[src/rtl/mux_rr_arbiter.sv]
// mux_rr_arbiter: 3-input round-robin arbiter feeding a registered output.
//
// Three requesters compete for a single output register. The grant goes to
// the first valid requester in rotating priority order, starting at ptr.
// Data is routed through a two-stage 2:1 mux tree. The output register is a
// one-deep skid-free stage: it accepts a new word when it is empty, or when
// it is being drained in the same cycle.
//
// Optional feature, enabled by defining MUX_ARB_LOCK_EN:
//   Adds port in_lock. A requester that transfers with its lock bit set keeps
//   the grant for as long as its in_valid stays high. While it holds the lock
//   the priority pointer does not advance. The lock is released by a transfer
//   with the lock bit clear, or by the owner dropping in_valid.
//   Without the macro there is no in_lock port, and arbitration re-runs after
//   every transfer.

module mux_rr_arbiter #(
  parameter int DATA_W = 8
) (
  input  logic              clk,
  input  logic              rst_n,
  input  logic [DATA_W-1:0] in0,
  input  logic [DATA_W-1:0] in1,
  input  logic [DATA_W-1:0] in2,
  input  logic [2:0]        in_valid,
`ifdef MUX_ARB_LOCK_EN
  input  logic [2:0]        in_lock,
`endif
  output logic [2:0]        in_ready,
  output logic [DATA_W-1:0] out,
  output logic              out_valid,
  input  logic              out_ready,
  output logic [1:0]        sel,
  output logic [1:0]        out_src
);

  // Output-register occupancy states. out_valid is decoded from these.
  localparam logic [0:0] ST_EMPTY = 1'b0;
  localparam logic [0:0] ST_FULL  = 1'b1;

  // Next requester index in the ring 0 -> 1 -> 2 -> 0.
  // The code 3 is never stored, but it is mapped back to 0 for safety.
  function automatic logic [1:0] inc_mod3(input logic [1:0] idx);
    logic [1:0] res;
    case (idx)
      2'd0:    res = 2'd1;
      2'd1:    res = 2'd2;
      2'd2:    res = 2'd0;
      default: res = 2'd0;
    endcase
    return res;
  endfunction

  // Bit of a 3-bit request vector selected by a 2-bit requester index.
  // An out-of-range index reads as "not set".
  function automatic logic bit_at(input logic [2:0] vec, input logic [1:0] idx);
    logic res;
    case (idx)
      2'd0:    res = vec[0];
      2'd1:    res = vec[1];
      2'd2:    res = vec[2];
      default: res = 1'b0;
    endcase
    return res;
  endfunction

  // One-hot encoding of a requester index.
  // An out-of-range index yields no bit set.
  function automatic logic [2:0] onehot3(input logic [1:0] idx);
    logic [2:0] res;
    case (idx)
      2'd0:    res = 3'b001;
      2'd1:    res = 3'b010;
      2'd2:    res = 3'b100;
      default: res = 3'b000;
    endcase
    return res;
  endfunction

  // State
  logic [0:0]        state_r;
  logic [0:0]        state_nxt_s;
  logic [DATA_W-1:0] out_r;
  logic [1:0]        out_src_r;
  logic [1:0]        ptr_r;
  logic [1:0]        ptr_nxt_s;

  // Arbitration
  logic [1:0]        cand0_s;
  logic [1:0]        cand1_s;
  logic [1:0]        cand2_s;
  logic              rr_vld_s;
  logic [1:0]        rr_idx_s;
  logic              grant_vld_s;
  logic [1:0]        grant_idx_s;
  logic              lock_hold_s;
  logic              lock_req_s;

  // Handshake and datapath
  logic              free_s;
  logic              xfer_s;
  logic [2:0]        in_ready_s;
  logic [1:0]        sel_s;
  logic [DATA_W-1:0] stage1_s;
  logic [DATA_W-1:0] data_sel_s;

  // Candidate order for this cycle: ptr first, then the two that follow it.
  assign cand0_s = ptr_r;
  assign cand1_s = inc_mod3(cand0_s);
  assign cand2_s = inc_mod3(cand1_s);

  // Round-robin pick: the first valid candidate in priority order.
  always_comb begin
    rr_vld_s = 1'b0;
    rr_idx_s = 2'd0;
    if (bit_at(in_valid, cand0_s)) begin
      rr_vld_s = 1'b1;
      rr_idx_s = cand0_s;
    end else if (bit_at(in_valid, cand1_s)) begin
      rr_vld_s = 1'b1;
      rr_idx_s = cand1_s;
    end else if (bit_at(in_valid, cand2_s)) begin
      rr_vld_s = 1'b1;
      rr_idx_s = cand2_s;
    end else begin
      rr_vld_s = 1'b0;
      rr_idx_s = 2'd0;
    end
  end

`ifdef MUX_ARB_LOCK_EN
  logic       lock_r;
  logic [1:0] lock_idx_r;

  // The lock owner keeps the grant only while it is still requesting.
  assign lock_hold_s = lock_r & bit_at(in_valid, lock_idx_r);
  assign lock_req_s  = bit_at(in_lock, grant_idx_s);

  // Lock tracking: latch the owner on a locking transfer.
  // Release on a non-locking transfer, or when the owner withdraws.
  always_ff @(posedge clk or negedge rst_n) begin
    if (!rst_n) begin
      lock_r     <= 1'b0;
      lock_idx_r <= 2'd0;
    end else if (xfer_s) begin
      lock_r     <= lock_req_s;
      lock_idx_r <= grant_idx_s;
    end else if (lock_r && !bit_at(in_valid, lock_idx_r)) begin
      lock_r     <= 1'b0;
      lock_idx_r <= lock_idx_r;
    end else begin
      lock_r     <= lock_r;
      lock_idx_r <= lock_idx_r;
    end
  end

  // A held lock overrides the round-robin pick.
  always_comb begin
    grant_vld_s = 1'b0;
    grant_idx_s = 2'd0;
    if (lock_hold_s) begin
      grant_vld_s = 1'b1;
      grant_idx_s = lock_idx_r;
    end else begin
      grant_vld_s = rr_vld_s;
      grant_idx_s = rr_idx_s;
    end
  end
`else
  assign lock_hold_s = 1'b0;
  assign lock_req_s  = 1'b0;

  // Without locking, the grant is simply the round-robin pick.
  always_comb begin
    grant_vld_s = rr_vld_s;
    grant_idx_s = rr_idx_s;
  end
`endif

  // The register can take a word when it is empty, or is being drained now.
  assign free_s = (state_r == ST_EMPTY) | out_ready;

  // Ready goes only to the granted requester.
  // It is suppressed while the register is blocked, or while reset is asserted.
  always_comb begin
    in_ready_s = 3'b000;
    if (rst_n && grant_vld_s && free_s) begin
      in_ready_s = onehot3(grant_idx_s);
    end else begin
      in_ready_s = 3'b000;
    end
  end

  // A grant implies the granted requester is valid, so ready alone marks a transfer.
  assign xfer_s = |(in_ready_s & in_valid);

  // Mux select follows the grant; with no grant it parks at in0.
  assign sel_s = grant_vld_s ? grant_idx_s : 2'b00;

  // Two-stage 3:1 select: sel[0] chooses in0/in1, then sel[1] chooses that or in2.
  assign stage1_s   = sel_s[0] ? in1 : in0;
  assign data_sel_s = sel_s[1] ? in2 : stage1_s;

  // Occupancy next-state: fill on transfer, drain when consumed without refill.
  always_comb begin
    state_nxt_s = state_r;
    case (state_r)
      ST_EMPTY: begin
        if (xfer_s) begin
          state_nxt_s = ST_FULL;
        end else begin
          state_nxt_s = ST_EMPTY;
        end
      end
      ST_FULL: begin
        if (!out_ready) begin
          state_nxt_s = ST_FULL;
        end else if (xfer_s) begin
          state_nxt_s = ST_FULL;
        end else begin
          state_nxt_s = ST_EMPTY;
        end
      end
      default: state_nxt_s = ST_EMPTY;
    endcase
  end

  // Pointer moves past the winner on a transfer.
  // It holds on idle cycles and while a lock is being taken or kept.
  always_comb begin
    ptr_nxt_s = ptr_r;
    if (xfer_s && !lock_req_s) begin
      ptr_nxt_s = inc_mod3(grant_idx_s);
    end else begin
      ptr_nxt_s = ptr_r;
    end
  end

  // Occupancy state and priority pointer registers.
  always_ff @(posedge clk or negedge rst_n) begin
    if (!rst_n) begin
      state_r <= ST_EMPTY;
      ptr_r   <= 2'd0;
    end else begin
      state_r <= state_nxt_s;
      ptr_r   <= ptr_nxt_s;
    end
  end

  // Output word and source index: load on transfer, otherwise hold.
  always_ff @(posedge clk or negedge rst_n) begin
    if (!rst_n) begin
      out_r     <= {DATA_W{1'b0}};
      out_src_r <= 2'b00;
    end else if (xfer_s) begin
      out_r     <= data_sel_s;
      out_src_r <= grant_idx_s;
    end else begin
      out_r     <= out_r;
      out_src_r <= out_src_r;
    end
  end

  assign out       = out_r;
  assign out_src   = out_src_r;
  assign out_valid = (state_r == ST_FULL);
  assign in_ready  = in_ready_s;
  assign sel       = sel_s;

endmodule
[config.mk]
export PLATFORM = sky130hd
export DESIGN_NAME = mux_rr_arbiter
export DESIGN_NICKNAME = d
export VERILOG_FILES = /design/src/rtl/mux_rr_arbiter.sv
export SDC_FILE = /design/constraint.sdc
export NUM_CORES = 1
export LEC_CHECK = 0
export BUFFER_PORTS_ARGS = -buffer_cell sky130_fd_sc_hd__buf_2
export CAP_MARGIN = 20
export CORE_MARGIN = 2
export CORE_UTILIZATION = 46
export CTS_BUF_LIST = sky130_fd_sc_hd__clkbuf_4 sky130_fd_sc_hd__clkbuf_8
export CTS_CLUSTER_SIZE = 10
export DETAILED_ROUTE_END_ITERATION = 8
export HOLD_SLACK_MARGIN = 0.1
export PLACE_DENSITY_LB_ADDON = 0.08
export SYNTH_ARGS = -nofsm -noshare
export SYNTH_HDL_FRONTEND = slang
export SYNTH_SLANG_ARGS = --single-unit
[constraint.sdc]
create_clock -name clk -period 2.65 [get_ports clk]
set_input_delay 0.1325 -clock clk [delete_from_list [all_inputs] [get_ports clk]]
set_output_delay 0.1325 -clock clk [all_outputs]
set_load 0.005 [all_outputs]
# Word level (Yosys, flattened, before mapping)
# Index checks and enable logic that the tools add are counted.
# W data, S select, Z words.
# op_classes
addsub,0
n_mul,0
div,0
order_cmp,0
eq_ne,8
n_shift,0
n_mux,23
bitwise,3
reduce_logical,7
# ops
operator,n
$mux W8,2
$pmux W2 S2,3
$pmux W1 S3,3
$pmux W3 S3,1
$eq A2 B1 Y1 const B,4
$eq A2 B2 Y1 const B,4
$logic_not A2 Y1,4
$mux W1,8
$mux W2,4
$and A3 B3 Y3,1
$mux W3,1
$reduce_or A3 Y1,1
$logic_and A1 B1 Y1,2
$pmux W1 S2,1
$not A1 Y1,1
$or A1 B1 Y1,1
# totals
reg_bits,13
latch_bits,0
ramBits,0
rom_bits,0
in_bits,30
output_inout_bits,16
wordCells,45
n_memories,0

# Longest topological paths before layout
# Gate-level depths: netlist of run 1.
# depth
word_depth,19
mapped_depth,6
mapped_depth_nobuf,6

# Worst setup path before layout of run 1
# Ideal clock, no wire load.
# synth_path
path_kind,register to register
from,"register ptr_r[0], in the netlist cand0_s[0]"
to,"register ptr_r[0], in the netlist cand0_s[0]"
setup_ps,64
arrival_ps,1303
required_ps,2586
setup_slack_ps,1283
stages_incl_launch_ff,6
path_buffers,1
period_less_slack_ps,1367
path_cell_list,dfrtp_1 -> a21boi_2 -> o311a_1 -> clkbuf_1 -> and3_1 -> a21o_1
# synth_via
elab_chain_len,16
word_cells_on_any_way,33
classes_between,eq/ne (8); mux (17); bitwise (1); reduce/logical (7)
# synth_lines
element,line_no,rtl
from (decl),85,logic [1:0] ptr_r;
from (signal assigned),246,ptr_r <= ptr_nxt_s;
$eq A2 B1 Y1 / $logic_not A2 Y1 (equally long branches),"45, 58",
$pmux W2 S2,45,case (idx)
$eq A2 B1 Y1 / $logic_not A2 Y1 (equally long branches),"45, 58",
$pmux W2 S2,45,
"$eq A2 B2 Y1, or another cell as far along",58,case (idx)
$pmux W1 S3,58,
$mux W1,119,"end else if (bit_at(in_valid, cand1_s)) begin"
$mux W1,116,"if (bit_at(in_valid, cand0_s)) begin"
$mux W2 / $mux W1 (equally long branches),122,"end else if (bit_at(in_valid, cand2_s)) begin"
$mux W2 / $mux W1 (equally long branches),119,
$mux W2 / $mux W1 (equally long branches),116,
"$eq A2 B2 Y1, or another cell as far along",71,case (idx)
$pmux W3 S3 / $logic_and A1 B1 Y1 (equally long branches),"71, 187",
$mux W3 (*),187,if (rst_n && grant_vld_s && free_s) begin
via in_ready[0],29,"output logic [2:0] in_ready,"
$and A3 B3 Y3 (*),195,assign xfer_s = |(in_ready_s & in_valid);
$reduce_or A3 Y1 (*),195,
# Mark *: on every way through the listed nets, which the timed path passes. The rest lies on a longest branch. The select of a mux whose other input is x is not followed.
# A chain may end at the register's enable or synchronous reset.

# Worst setup path after layout of run 1
# layout_path
from,"register ptr_r[0], in the netlist cand0_s[0]"
to,output in_ready[0]
# layout_via
elab_chain_len,14
word_cells_on_any_way,30
classes_between,eq/ne (8); mux (16); reduce/logical (6)
# layout_lines
element,line_no
$eq A2 B1 Y1 / $logic_not A2 Y1 (equally long branches),"45, 58"
$pmux W2 S2,45
$eq A2 B1 Y1 / $logic_not A2 Y1 (equally long branches),"45, 58"
$pmux W2 S2,45
"$eq A2 B2 Y1, or another cell as far along",58
$pmux W1 S3,58
$mux W1,119
$mux W1,116
$mux W2 / $mux W1 (equally long branches),122
$mux W2 / $mux W1 (equally long branches),119
$mux W2 / $mux W1 (equally long branches),116
"$eq A2 B2 Y1, or another cell as far along",71
$pmux W3 S3 / $logic_and A1 B1 Y1 (equally long branches),"71, 187"
$mux W3 (*),187
to (decl),29
# Mark *: on every way between the ends. The rest lies on a longest branch, timed or not. The select of a mux whose other input is x is not followed.

==> results of run 1 <==
==> area by class of cell <==
class                           count  area (um^2)  share of cell area, %
Sequential cell                    13          325                   32.5
Timing Repair Buffer               47          243                   24.2
Tap cell                           16         20.0                   2.00
Clock buffer                        4         30.0                   3.00
Inverter                            2         7.51                  0.749
Multi-Input combinational cell     51          377                   37.6
==> synthesized netlist by cell type <==
cell type	n	share of area, %
mux2i_1	8	11
nor3_1	8	5.4
nor2_1	10	5.1
o21ai_0	1	0.68
o311a_1	1	1.4
nand3_1	1	0.68
buf_4	1	1.0
buf_6	1	1.5
a211oi_2	4	6.8
a211oi_1	4	4.1
nand2_1	1	0.51
inv_1	2	1.0
buf_2	1	0.68
a21o_1	4	4.1
nor2_4	1	1.5
o21ai_1	1	0.68
and3_1	1	0.85
clkbuf_1	1	0.51
nor2b_1	2	1.7
a21boi_2	1	1.5
dfrtp_1	13	44
o311ai_4	1	3.6
nand2b_1	2	1.7
==> state kept, by name, summed over array words and instances (netlist names) <==
signal	flops
cand0_s	2
out	8
out_src	2
out_valid	1
==> layer usage <==
metal | GRT usage (%) | routed length [um]
met1 | 23.0 | 708
met2 | 38.2 | 1010
met3 | 4.08 | 100
met4 | 7.88 | 14
met5 | 0 | 0
==> worst register-to-register path: stages (launching register included) <==
cell     delay, ns
dfrtp_1       0.41
nor2b_1       0.06
o21ai_0       0.14
nand3_1       0.47
and3_1        0.40
a21o_1        0.15
==> metrics by stage <==
| step | cell area (um^2) | instances | util (%) | setup slack [ns] |
|---|---|---|---|---|
| finish | 1000 | 133 | 66.5 | 0.639 |
| CTS | 1000 | 133 | 66.5 | 0.604 |
| global route | 1000 | 133 | 66.5 | 0.478 |
| floorplan | 737 | 70 | - | 1.28 |
| global placement | 962 | 128 | 63.9 | 0.979 |
| detailed placement | 962 | 128 | 63.9 | 0.935 |
==> cell usage in the layout (no fill, tap or decap) <==
cell type	Yosys	routed
o311a_1	1	1
buf_2	1	45
nand2b_1	2	2
nor2b_1	2	2
nand3_1	1	1
dfrtp_1	13	13
nor2_4	1	1
inv_1	2	2
nand2_1	1	1
nor2_1	10	10
o21ai_1	1	1
clkbuf_4	0	4
a211oi_1	4	4
dlygate4sd3_1	0	1
o21ai_0	1	1
buf_4	1	1
a21o_1	4	4
nor3_1	8	8
a21boi_2	1	1
and3_1	1	1
mux2i_1	8	8
o311ai_4	1	1
a211oi_2	4	4
==> power groups by stage <==
stage	sequential [mW]	clock [mW]	combinational, mW
after global routing	0.281	0.150	0.252
final	0.277	0.133	0.230
after floorplan	0.285	0	0.130
after CTS	0.277	0.136	0.235
after detailed placement	0.281	0	0.233
after global placement	0.278	0	0.226
==> worst min path at each step <==
stage	from	to	cells after the start
after CTS	in2[6]	out[6]	3
after global routing	in2[6]	out[6]	3
final	in2[6]	out[6]	3
after detailed placement	rst_n	out[1]	1
after global placement	rst_n	out[1]	1
after floorplan	rst_n	cand0_s[0]	0
==> logic make-up after synthesis <==
family	share of synthesized area, %
AOI/OAI and AO/OA	22.8
and+or+nand+nor	17.5
DFF	44.1
buffers and inverters	4.75
muxes	10.9
==> timing repair <==
action / CTS / global route
resized for setup: 0 / 0
hold buffers: 1 / 0
endpoints found under the hold margin: 13 / 0
==> impl_metrics.json, run 1 <==
{
  "rr_startpoint": "cand0_s[0]",
  "drt_iter0_drc": 7,
  "r2r_slack_ns": 0.91,
  "worstSetupEndpoint": "in_ready[0]",
  "h-tree-depth": 1,
  "p_leak_nw": 0.548,
  "period_needed_ns": 2.01,
  "finClkSkew_ns": 0.00242,
  "yosys.cell_types.count": 23,
  "cpPeakStageDelay_ns": 0.47,
  "clock_sinks": 13,
  "critPathKind": "reg -> out",
  "viasPerCell": 5.30,
  "critPathLaunchType": "flop",
  "p_int_mw": 0.431,
  "maxSlewHeadroom_pct": 52.7,
  "synthesis.area_um2": 737,
  "hp-class": "in -> reg",
  "grt_usage_pct": 20.6,
  "io_buffers": 45,
  "place_congestion": 0.775,
  "final_net_count": 148,
  "drtPass1Iterations": 2,
  "startpoint": "cand0_s[0]",
  "num_antenna_cells": 0,
  "die_area_um2": 1940,
  "power_frac_comb_pct": 36.0,
  "switching_share_pct": 32.6,
  "start_util_pct": 48.9,
  "clockBufferDepth": 2,
  "yosysWarnings": 0,
  "antenna_found_initial": 0,
  "syn-num-nets": 100,
  "slew_violations": 0,
  "synth.avg_cell_area_um2": 10.5,
  "power_density_nw_per_um2": 639,
  "crit_cells": 5,
  "wl_per_cell_um": 13.8,
  "post-cts-setup-buffer-count": 0,
  "final_layout_size_suffix_gt1_share_pct": 48.7,
  "clk_latency_ns": 0.27,
  "die_h_um": 44.0,
  "status": "finished clean",
  "root_buffer": "clkbuf_4",
  "grt_pass1_wl_mm": 2.88,
  "power.switching_mw": 0.209,
  "cap_violations": 0,
  "setup_tns_ns": 0,
  "post-route-period-util_pct": 75.9,
  "nFillCells": 138,
  "cts.clk_slew.worst_paths_ns": 0.08,
  "crit_family": "simple AND/OR/NAND/NOR gates",
  "rr_endpoint": "cand0_s[0]",
  "grt-ovfl-total": 0,
  "hold_viol_final": 0,
  "path_cells": "nor2b_1 -> o21ai_0 -> nand3_1 -> and3_1 -> buf_2",
  "sequentialPowerShare_pct": 43.3,
  "power_mw": 0.640,
  "cpMaxStageDelayCell": "nand3_1",
  "crit_path_end_kind": "primary output",
  "rows": 14,
  "cp_num_buf_inv": 1,
  "routed-via-count": 705,
  "rsz0062_at_grt": "false",
  "core-area_um2": 1510,
  "setup_viol": 0,
  "r2r_cells": 5,
  "die_w_um": 44.0,
  "critPathArrivalTime_ns": 1.88,
  "cp_max_fo": 11,
  "cp.required_ns": 2.52,
  "worst_pin_slew_ns": 0.708,
  "cts_buffers": 3,
  "cts_tree": "yes",
  "post-route-drc-count": 0,
  "ir_drop_mv": 0.374,
  "io_pins": 46,
  "p_clk_share_pct": 20.7,
  "ys_ff_latch": 13,
  "wl_mm": 1.83,
  "grt_pass1_vias": 673,
  "dp_hpwl_mm": 1.46,
  "fmax_ghz": 0.497,
  "synthToLayoutAreaGrowth_pct": 36.0,
  "synth_cells": 70,
  "antenna_left": 0,
  "grt_max_degree": 17,
  "hold-worst-slack_ns": 0.170,
  "ys_seq_area_share_pct": 44.1
}
Power figures use the tool's default switching activity.
==> run 2, diff against run 1 <==
ABC_AREA = 1   (was not set)
CORE_UTILIZATION = 42   (was 46)
clock period = 1.7 ns   (was 2.65 ns; I/O delays follow)
==> run 2 against run 1 <==
Compared with the run above: the run now ends with setup timing left; via count up 50%; worst setup slack worse by 0.68 ns; critical path depth increased by 3; die area is 32% higher; flip-flop and latch count stayed put.
==> impl_metrics.json, run 2 <==
{
  "min-delay-start": "in2[6]",
  "rr_endpoint": "out[4]",
  "die_h_um": 50.5,
  "place_congestion": 0.814,
  "yosys.cell_types.count": 19,
  "wl_mm": 2.58,
  "grt_max_degree": 14,
  "netlist_top_cells_count": "39 x nand2_1, 28 x nand3_1, 13 x dfrtp_1, 13 x inv_1, 9 x nand2_2",
  "io_buffers": 45,
  "synth_edf_count": 0,
  "crit_path_end_kind": "primary output",
  "synth_top_cell_by_area": "dfrtp_1",
  "fin_ws_ns": -0.0380,
  "final_net_count": 219,
  "grt_pass1_vias": 905,
  "hold_viol_final": 0,
  "synthTopCellsByArea": "dfrtp_1 36%, nand2_1 16%, nand3_1 15%",
  "final_layout_size_suffix_gt1_share_pct": 48.9,
  "h-tree-depth": 1,
  "whs_endpoint": "out[6]",
  "layout_common_cells": "45 x buf_2, 38 x nand2_1, 28 x nand3_1",
  "ir_drop_mv": 0.924,
  "synthFlopType": "dfrtp_1",
  "p_leak_nw": 0.776,
  "yosysMostFrequentCell": "nand2_1",
  "num_antenna_cells": 0,
  "grt_usage_pct": 20.3,
  "ys_seq_area_share_pct": 35.8,
  "clock_sinks": 13,
  "synth_top_cell_area_share_pct": 35.8,
  "antenna_found_initial": 0,
  "period_needed_ns": 1.74,
  "antenna_left": 0,
  "critPathLaunchType": "flop",
  "seqCellArea_um2": 328,
  "fmax_ghz": 0.575,
  "synthToLayoutAreaGrowth_pct": 48.2,
  "dp_hpwl_mm": 1.79,
  "clk_latency_ns": 0.27,
  "yosysWarnings": 0,
  "nFillCells": 182,
  "violations": "setup timing",
  "cts_buffers": 3,
  "synthesis.area_um2": 908,
  "wl_per_cell_um": 12.0,
  "setup_viol": 3,
  "final_common_cell": "buf_2",
  "critPathKind": "reg -> out",
  "die_area_um2": 2550,
  "start_util_pct": 45.4,
  "cap_violations": 0,
  "ys_ff_latch": 13,
  "dp_slack_ns": 0.0421,
  "dp.cells": 199,
  "clockBufferDepth": 2,
  "root_buffer": "clkbuf_4",
  "power_density_nw_per_um2": 1640,
  "io_pins": 46,
  "placedInstanceArea_um2": 1160,
  "drtPass1Iterations": 5,
  "drt_iter0_drc": 22,
  "hold-worst-slack_ns": 0.122,
  "multi_input_area_um2": 531,
  "synth-async-reset-ratio_pct": 100,
  "finish.utilization_pct": 67.3,
  "core-area_um2": 2000,
  "slew_violations": 0,
  "final_cells": 215,
  "maxSlewHeadroom_pct": 59.1,
  "post-route-drc-count": 0,
  "critPathArrivalTime_ns": 1.65,
  "cts_tree": "yes",
  "die_w_um": 50.5,
  "post-route-period-util_pct": 102,
  "syn-num-nets": 157,
  "synth.avg_cell_area_um2": 7.15,
  "largest_reg_flops": 8,
  "status": "finished with violations",
  "cp.required_ns": 1.62,
  "routed-via-count": 1058,
  "finClkSkew_ns": 0.00558,
  "rows": 16,
  "r2r_slack_ns": 0.06,
  "design_area_um2": 1350,
  "hp-class": "in -> reg",
  "whs_path_depth": 5,
  "synth_cells": 127,
  "rr_startpoint": "cand0_s[0]",
  "cp_max_fo": 8,
  "grt_pass1_wl_mm": 3.97,
  "r2r_cells": 12,
  "viasPerCell": 4.92,
  "grt-ovfl-total": 0,
  "cts.clk_slew.worst_paths_ns": 0.09,
  "worst_pin_slew_ns": 0.611,
  "rsz0062_at_grt": "true"
}
==> run 2: kinds of logic (layout without fill, tap and decap cells) <==
logic type,after synthesis,after routing,share of synthesized area [%]
AND/OR/NAND/NOR,89,89,50.0
flip-flops,13,13,35.8
AO/OA/AOI/OAI,4,4,3.44
buffers and inverters,21,82,10.7
==> run 2: cell type report <==
type	count	area share, %
repair buffers	61	26.4
multi-input cells	93	39.4
clock buffers	4	2.23
flip-flops and latches	13	24.3
inverters	17	5.11
well taps	27	2.51
==> run 2: what timing repair did <==
action                                 in CTS  in global routing
setup buffers                               7                  4
gates resized for setup                    13                  2
pin swaps                                   5                  1
setup endpoints to repair                   4                 13
endpoints found under the hold margin      13                  0
hold buffers                                1                  0
==> run 2: where the power goes <==
part	internal, mW	total, mW	switching, mW	leakage, nW
clock	0.107	0.217	0.111	0.0184
sequential	0.457	0.571	0.114	0.158
combinational	0.651	1.41	0.763	0.599
==> run 2: stage by stage <==
stage	setup TNS [ns]	power, mW
after floorplan	0	1.35
after global placement	0	1.63
after detailed placement	0	1.65
after CTS	-0.00347	2.10
after global routing	-0.516	2.38
final	-0.0885	2.20
==> run 2: per-layer routing <==
layer / wire length, um / vias up / track usage (%)
met5: 0 / - / 0
met4: 0 / 0 / 4.95
met3: 146 / 0 / 3.57
met2: 1300 / 41 / 36.0
met1: 1130 / 490 / 25.6
li1: - / 527 / -
==> run 2: how the worst max path moves through the flow <==
stage / start / to / slack [ns]
floorplan: cand0_s[0] / out[0] / 0.23
global placement: cand0_s[1] / in_ready[1] / 0.08
detailed placement: cand0_s[0] / in_ready[1] / 0.04
CTS: cand0_s[1] / in_ready[0] / -0.003
global route: cand0_s[0] / in_ready[0] / -0.14
finish: cand0_s[0] / in_ready[0] / -0.04
==> run 2: worst max-delay path, stage by stage (launching register included) <==
cell and delay [ns]:
dfrtp_2 0.47, buf_4 0.16, nand3_4 0.08, nand3_2 0.08, nand2_2 0.07, nand2_2 0.09
nand3_4 0.14, nor3_4 0.15, buf_2 0.13
==> run 3, diff against run 2 <==
CAP_MARGIN = not set   (was 20)
CORE_UTILIZATION = 40   (was 42)
CTS_BUF_LIST = sky130_fd_sc_hd__clkbuf_16   (was sky130_fd_sc_hd__clkbuf_4 sky130_fd_sc_hd__clkbuf_8)
TNS_END_PERCENT = 30   (was not set)
==> run 3 against run 2 <==
Compared with the run above: the flow now finishes without violations; maximum frequency rose by 2.8%; clock-buffer cell count fell by 1; global-route usage fell by 1.9 points; largest cell class unchanged; highest routed layer is now met4.
==> impl_metrics.json, run 3 (synthesis results as in run 2) <==
{
  "clockBufferDepth": 2,
  "finClkSkew_ns": 0.00245,
  "routed-via-count": 1020,
  "final_common_cell": "buf_2",
  "clock_sinks": 13,
  "antenna_left": 0,
  "grt_usage_pct": 18.5,
  "placedInstanceArea_um2": 1170,
  "cpPeakStageDelay_ns": 0.48,
  "path_cells": "buf_6 -> o2111ai_2 -> nand2_2 -> buf_6 -> nor3_4 -> buf_2",
  "r2r_cells": 9,
  "drt_iter0_drc": 23,
  "slew_violations": 0,
  "crit_path_end_kind": "primary output",
  "critPathArrivalTime_ns": 1.61,
  "core-area_um2": 2170,
  "clk_latency_ns": 0.24,
  "rsz0062_at_grt": "true",
  "status": "finished clean",
  "power_density_nw_per_um2": 1690,
  "hp-class": "in -> reg",
  "viasPerCell": 4.81,
  "m1WireLength_um": 927,
  "multi_input_area_um2": 539,
  "period_needed_ns": 1.69,
  "final_layout_size_suffix_gt1_share_pct": 48.9,
  "fmax_ghz": 0.591,
  "wl_per_cell_um": 11.1,
  "die_h_um": 51.7,
  "cts_buffers": 3,
  "setup_viol": 0,
  "hold-worst-slack_ns": 0.157,
  "root_buffer": "clkbuf_16",
  "maxSlewHeadroom_pct": 86.7,
  "post-route-period-util_pct": 99.5,
  "setup_tns_ns": 0,
  "cts_tree": "yes",
  "antenna_found_initial": 0,
  "critPathKind": "reg -> out",
  "whs_path_depth": 5,
  "wl_met3_um": 89,
  "worst_path_most_repeated_cell": "buf_6",
  "grt_max_degree": 14,
  "grt_pass1_vias": 962,
  "cpMaxStageDelayCell": "dfrtp_2",
  "cts.clk_slew.worst_paths_ns": 0.04,
  "hold_viol_final": 0,
  "start_util_pct": 41.9,
  "rows": 17,
  "critPathLaunchType": "flop",
  "place_congestion": 0.740,
  "dp_hpwl_mm": 1.77,
  "io_pins": 46,
  "maxUsedRoutingLayer": "met4",
  "nFillCells": 209,
  "final_net_count": 215,
  "die_area_um2": 2670,
  "cap_violations": 0,
  "seqCellArea_um2": 328,
  "finish.utilization_pct": 63.5,
  "wl_met2_mm": 1.29,
  "cp_max_fo": 6,
  "synthToLayoutAreaGrowth_pct": 51.7,
  "h-tree-depth": 1,
  "grt-ovfl-total": 0,
  "post-route-drc-count": 0,
  "largest_reg_flops": 8,
  "io_buffers": 45,
  "worst_pin_slew_ns": 0.200,
  "design_area_um2": 1380,
  "grt_pass1_wl_mm": 3.73,
  "p_leak_nw": 0.784,
  "layout_common_cells": "45 x buf_2, 37 x nand2_1, 28 x nand3_1",
  "ir_drop_mv": 1.19,
  "wl_mm": 2.34,
  "cp.required_ns": 1.62,
  "num_antenna_cells": 0,
  "die_w_um": 51.7,
  "drtPass1Iterations": 4
}
-- run 3: changes by cell type in the layout (fill, tap and decap cells not counted) --
cell / change
buf_4: -6
o2111ai_1: -1
clkinv_2: +1
o2111ai_2: +1
clkinv_1: -1
nand2_1: -1
buf_6: +3
clkbuf_4: -4
inv_4: -1
buf_8: -1
inv_2: +1
inv_1: +1
clkbuf_16: +3
nand2_2: +1
-- run 3: critical path: cells and delay by family, from the launching register on --
kind | cells | cell delay, ns
compound gates | 1 | 0.19
flops | 1 | 0.48
simple gates | 2 | 0.28
buf+inv | 3 | 0.42
-- run 3: layer usage --
metal	vias up	track usage (%)
met5	-	0
met4	0	5.70
met3	4	3.45
met2	24	35.5
met1	474	20.2
li1	518	-
-- run 3: power by group --
group	switching, mW	internal [mW]
logic	0.732	0.582
clock network	0.122	0.309
registers	0.123	0.460
total	0.977	1.35
-- run 3: final cells by class --
| cell class | count | area share [%] |
|---|---|---|
| Multi-Input combinational cell | 93 | 39.1 |
| Tap cell | 28 | 2.54 |
| Sequential cell | 13 | 23.8 |
| Timing Repair Buffer | 57 | 23.9 |
| Clock inverter | 1 | 0.272 |
| Clock buffer | 3 | 5.45 |
| Inverter | 17 | 4.90 |
-- run 3: per-stage QoR --
| step | std cells | worst slack (ns) | total power [mW] |
|---|---|---|---|
| global placement | 201 | 0.128 | 1.64 |
| CTS | 209 | 0.000979 | 2.23 |
| floorplan | 127 | 0.234 | 1.35 |
| finish | 212 | 0.00880 | 2.33 |
| global route | 212 | -0.0651 | 2.52 |
| detailed placement | 201 | 0.0904 | 1.66 |
-- run 3: path summary, 6_finish.rpt --
path,from,endpoint,slack [ns]
min reg2reg,out[3],out[3],0.47
max reg2reg,cand0_s[1],cand0_s[0],0.16
max,cand0_s[0],in_ready[0],0.009
min,in2[4],out[4],0.16
min in group asynchronous,rst_n,out_src[1],0.35
max in group asynchronous,rst_n,cand0_s[0],1.17
-- run 3: repair_timing --
action,4_1_cts,5_1_grt
endpoints found under the hold margin,13,0
endpoints found under the setup margin,3,5
hold buffers,1,0
pin swaps,2,4
resized for setup,11,7
buffers inserted,3,3
